$ cat config.mk
export PLATFORM = sky130hd
export DESIGN_NAME = presence_filter
export DESIGN_NICKNAME = d
export VERILOG_FILES = /design/src/rtl/presence_filter.sv
export SDC_FILE = /design/constraint.sdc
export NUM_CORES = 1
export LEC_CHECK = 0
export BUFFER_PORTS_ARGS = -buffer_cell sky130_fd_sc_hd__buf_2
export CAP_MARGIN = 20
export CELL_PAD_IN_SITES_DETAIL_PLACEMENT = 0
export CELL_PAD_IN_SITES_GLOBAL_PLACEMENT = 2
export CORE_ASPECT_RATIO = 0.7
export CORE_MARGIN = 1
export CORE_UTILIZATION = 40
export CTS_CLUSTER_DIAMETER = 60
export DETAILED_ROUTE_END_ITERATION = 6
export PLACE_DENSITY_LB_ADDON = 0.05
export SETUP_SLACK_MARGIN = 0.3
export SYNTH_ARGS = -nofsm -noshare
export SYNTH_HDL_FRONTEND = slang
export SYNTH_SLANG_ARGS = --single-unit
$ cat constraint.sdc
create_clock -name clk -period 13.4 [get_ports clk]
set_clock_uncertainty 0.2 [all_clocks]
set_input_delay 0.67 -clock clk [delete_from_list [all_inputs] [get_ports clk]]
set_output_delay 0.67 -clock clk [all_outputs]
set_load 0.01 [all_outputs]
$ cat src/rtl/presence_filter.sv
// presence_filter: samples the ranger distance periodically, median-filters
// the last three valid samples, and converts the result into a stable
// presence level plus a one-cycle auto-off pulse after a hold time.
module presence_filter #(
    parameter int unsigned CLK_HZ    = 100_000_000,
    parameter int unsigned SAMPLE_MS = 100,
    parameter int unsigned NEAR_CM   = 20,
    parameter int unsigned FAR_CM    = 32,
    parameter int unsigned HOLD_S    = 3
) (
    input  logic        clk,
    input  logic        reset_p,
    input  logic [11:0] distance,
    input  logic        enable,
    output logic        present,
    output logic        away_off,
    output logic [11:0] filtered_cm
);

    // Products are formed in 64 bits; SAMPLE_MS*CLK_HZ exceeds 32 bits at defaults.
    localparam int unsigned TICKS  = int'((64'(SAMPLE_MS) * 64'(CLK_HZ)) / 64'd1000);
    localparam int unsigned HOLD   = int'(64'(HOLD_S) * 64'(CLK_HZ));
    localparam int unsigned TICK_W = (TICKS > 1) ? $clog2(TICKS) : 1;
    localparam int unsigned HOLD_W = (HOLD > 1) ? $clog2(HOLD) : 1;

    typedef enum logic [1:0] {
        ABSENT,
        PRESENT,
        LEAVING
    } state_t;

    state_t              state;
    logic [TICK_W-1:0]   tick_cnt;
    logic                tick;
    logic [11:0]         w0, w1, w2;
    logic [1:0]          fill;
    logic                accepted;
    logic                eval;
    logic [HOLD_W-1:0]   hold_cnt;
    logic [11:0]         lo_ab, hi_ab, mid_c, median;
    logic                is_near, is_far;

    assign tick    = (tick_cnt == TICK_W'(TICKS - 1));
    assign is_near = (filtered_cm != '0) && (filtered_cm <= 12'(NEAR_CM));
    assign is_far  = (filtered_cm >= 12'(FAR_CM));

    // Free-running sample period counter, wraps after TICKS cycles.
    always_ff @(posedge clk or posedge reset_p) begin
        if (reset_p) begin
            tick_cnt <= '0;
        end else if (tick) begin
            tick_cnt <= '0;
        end else begin
            tick_cnt <= tick_cnt + TICK_W'(1);
        end
    end

    // Shift valid (nonzero) samples into the window; count fill up to 3.
    always_ff @(posedge clk or posedge reset_p) begin
        if (reset_p) begin
            w0       <= '0;
            w1       <= '0;
            w2       <= '0;
            fill     <= '0;
            accepted <= 1'b0;
        end else begin
            accepted <= 1'b0;
            if (tick && (distance != '0)) begin
                w0       <= distance;
                w1       <= w0;
                w2       <= w1;
                accepted <= 1'b1;
                if (fill != 2'd3) begin
                    fill <= fill + 2'd1;
                end
            end
        end
    end

    // Median of three via compare-swap: max(min(a,b), min(max(a,b),c)).
    always_comb begin
        lo_ab  = (w0 < w1) ? w0 : w1;
        hi_ab  = (w0 < w1) ? w1 : w0;
        mid_c  = (hi_ab < w2) ? hi_ab : w2;
        median = (lo_ab > mid_c) ? lo_ab : mid_c;
    end

    // Register the median once the window is full and strobe eval with it.
    always_ff @(posedge clk or posedge reset_p) begin
        if (reset_p) begin
            filtered_cm <= '0;
            eval        <= 1'b0;
        end else begin
            eval <= accepted && (fill == 2'd3);
            if (accepted && (fill == 2'd3)) begin
                filtered_cm <= median;
            end
        end
    end

    // Hysteresis state machine with hold timer; cancel beats hold expiry.
    always_ff @(posedge clk or posedge reset_p) begin
        if (reset_p) begin
            state    <= ABSENT;
            hold_cnt <= '0;
            present  <= 1'b0;
            away_off <= 1'b0;
        end else begin
            away_off <= 1'b0;
            if (!enable) begin
                state    <= ABSENT;
                hold_cnt <= '0;
                present  <= 1'b0;
            end else begin
                case (state)
                    ABSENT: begin
                        if (eval && is_near) begin
                            state   <= PRESENT;
                            present <= 1'b1;
                        end
                    end
                    PRESENT: begin
                        if (eval && is_far) begin
                            state    <= LEAVING;
                            hold_cnt <= '0;
                        end
                    end
                    LEAVING: begin
                        if (eval && is_near) begin
                            state    <= PRESENT;
                            hold_cnt <= '0;
                        end else if (hold_cnt == HOLD_W'(HOLD - 1)) begin
                            state    <= ABSENT;
                            hold_cnt <= '0;
                            present  <= 1'b0;
                            away_off <= 1'b1;
                        end else begin
                            hold_cnt <= hold_cnt + HOLD_W'(1);
                        end
                    end
                    default: begin
                        state    <= ABSENT;
                        hold_cnt <= '0;
                        present  <= 1'b0;
                    end
                endcase
            end
        end
    end

endmodule
==> impl_metrics.ini <==
[worst_setup_path]
critPathArrivalTime_ps = 6810
path_delay_family = compound AO/OA/AOI/OAI gates
worst-path-buf-inv = 1
cp-start-kind = register
crit_type = reg2reg
r2r_start = w0[7]
cp.depth = 23
cp_max_fo = 25
cp-endpoint = filtered_cm[4]
crit_start = w0[7]
cp_data_required_time_ps = 13470
rr_endpoint = filtered_cm[4]
cp-end-kind = register
reg2reg_depth = 23
path_cells = ha_1 -> and2_1 -> a221oi_1 -> nor2_1 -> nor3_4 -> buf_4 -> mux2_2 -> ha_1 -> a21o_1 -> a21o_1 -> a21oi_1 -> o21ai_0 -> a31oi_2 -> mux2i_1 -> ha_1 -> nor2b_1 -> o21ai_0 -> nand2b_1 -> a21oi_1 -> o21ai_0 -> o22a_1 -> nand2b_1 -> o211ai_1
cp_slowest_cell = a31oi_2
max_stage_delay_ps = 750
regToRegSetupSlack_ps = 6660

[cts]
cts_root_buffer = clkbuf_16
insertion_delay_ps = 360
h-tree-depth = 3
path_clk_slew_ps = 70
cts_buffers = 9
cts_post_setup_buffers_inserted = 0
cts_tree = yes
cts.hold.buffers_added = 0
cts.sinks = 109
clk_path_buf_depth = 2
cts-resized-gates = 0

[floorplan]
die-area_um2 = 15600
rows = 37
start_util = 0.410
ios = 29
die_w_um = 149
die_y_um = 105
core_um2 = 14700

[yosys]
synth_largest_area_cell = dfrtp_1
ys_seq_elements = 109
yosysUniqueCellTypes = 48
yosysMostFrequentCell = nand2_1
synth-seq-area-share = 0.452
syn_inst = 663
ys_top_cells_by_area = dfrtp_1, nand2_1, ha_1
syn_nets = 715
syn_area_per_cell_um2 = 9.11
yosys_warnings = 0
synthArstFlopShare = 1.00
syn-cell-area_um2 = 6040
synth_top_area_share = 0.452
synthFlopType = dfrtp_1
synth_commonest_cells = nand2_1, dfrtp_1, o21ai_0
synth_edf_count = 0

[global_route]
antenna_found_initial = 0
grt_max_degree = 65
grt_pass1_wl_mm = 23.0
grt_pass1_vias = 4294
overflow = 0
grt_use_total = 0.191

[placed_design]
gp_congestion = 0.848
pre_cts_slack_ps = 6700
dp.cells = 871
io_buffers = 28
detailed_place_hpwl_mm = 9.88

[sta]
setup_ws_ps = 6660
fmax_mhz = 148
finalHoldViolations = 0
slew_headroom = 0.369
drv_slew = 0
fin_crit_ps = 6740
whs_ps = 169
totalNegativeSetupSlack_ps = 0
rsz0062_at_grt = false
finalCritPeriodShare = 0.503
worstMarginPinSlew_ps = 944
setup_viol = 0

[route]
routedWlPerCell_um = 15.3
vias = 4622
vias_per_cell = 5.21
dr.first_iter.drc_count = 282
ant_nets = 0
totalWireLength_mm = 13.6
first_pass_iters = 5
drc = 0

[run_status]
status = completed

[power_and_ir_drop]
leakagePower_nw = 3.40
powerDensity_nw_per_um2 = 96.2
peakVddDrop_mv = 0.0584
finalPower_w = 0.000648

[layout]
num_antenna_cells = 0
drive_gt1_frac = 0.111
nFillCells = 1457
final_nets = 739
fin_cells = 887
syn2layout_area_growth_pct = 11.5

[min_path]
hold_class = in2async

[flow_run]
drv_cap = 0
## layout make-up
| cell class | instances | area (um^2) | share of cell area |
|---|---|---|---|
| inverter | 32 | 123 | 0.0182 |
| multi-input combinational | 500 | 3100 | 0.460 |
| timing repair buffer | 35 | 193 | 0.0286 |
| clock inverter | 4 | 77.6 | 0.0115 |
| clock buffer | 12 | 267 | 0.0396 |
| tap | 195 | 244 | 0.0363 |
| sequential | 109 | 2730 | 0.405 |
## worst min path at each step
| stage | startpoint | end | slack (ps) |
|---|---|---|---|
| after floorplan | tick_cnt[0] | tick_cnt[0] | 250 |
| after global placement | fill[0] | fill[0] | 260 |
| after detailed placement | w1[7] | w1[7] | 280 |
| after CTS | reset_p | away_off | 180 |
| after global routing | reset_p | hold_cnt[4] | 220 |
| final | reset_p | away_off | 170 |
## kinds of logic after synthesis
group	count (synthesis)	synth area share
adders and majority gates	37	0.0767
DFF	109	0.452
AOI/OAI and AO/OA	102	0.102
xor gates and xnor gates	37	0.0537
muxes	25	0.0448
and+or+nand+nor	299	0.235
buffers and inverters	54	0.0359
## layout by cell type, fill, tap and decap left out, types with 11 or more instances in the layout
cell	n
xor2_1	24
buf_2	28
ha_1	37
xnor2_1	13
nand3_1	32
inv_1	31
nand4_1	20
nor2_1	51
o21ai_0	52
dfrtp_1	109
a21oi_1	19
mux2i_1	11
nand2_1	132
mux2_2	13
## worst reg2reg max path, cell delays in order, from the launching register on
cell and delay (ps):
dfrtp_1 420, ha_1 320, and2_1 170, a221oi_1 260, nor2_1 120, nor3_4 440, buf_4 350, mux2_2 400
ha_1 300, a21o_1 180, a21o_1 170, a21oi_1 130, o21ai_0 110, a31oi_2 750, mux2i_1 400, ha_1 310
nor2b_1 130, o21ai_0 150, nand2b_1 70, a21oi_1 140, o21ai_0 90, o22a_1 360, nand2b_1 400, o211ai_1 270
## registers in the layout, summed over array words and instances (netlist names), 2 cells and up
| signal | cells |
|---|---|
| hold_cnt | 29 |
| tick_cnt | 24 |
| filtered_cm | 12 |
| w0 | 12 |
| w1 | 12 |
| w2 | 12 |
| fill | 2 |
| state | 2 |
## per-layer routing
metal  vias up  global-route usage  part of all wire
li1       2344                   -                 -
met1      2194               0.313              0.58
met2        72               0.243              0.37
met3        12              0.0393             0.037
met4         0              0.0547             0.012
met5         -                   0                 0
## metrics by stage
| step | cell area [um^2] | utilization |
|---|---|---|
| finish | 6730 | 0.457 |
| global route | 6730 | 0.457 |
| CTS | 6730 | 0.457 |
| detailed placement | 6390 | 0.434 |
| global placement | 6390 | 0.434 |
| floorplan | 6040 | - |
## power by group
part	switching, W	internal (W)
registers	0.000000200	0.000329
logic	0.00000975	0.00000289
clock network	0.000126	0.000180
total	0.000136	0.000512
Power figures use the tool's default switching activity.
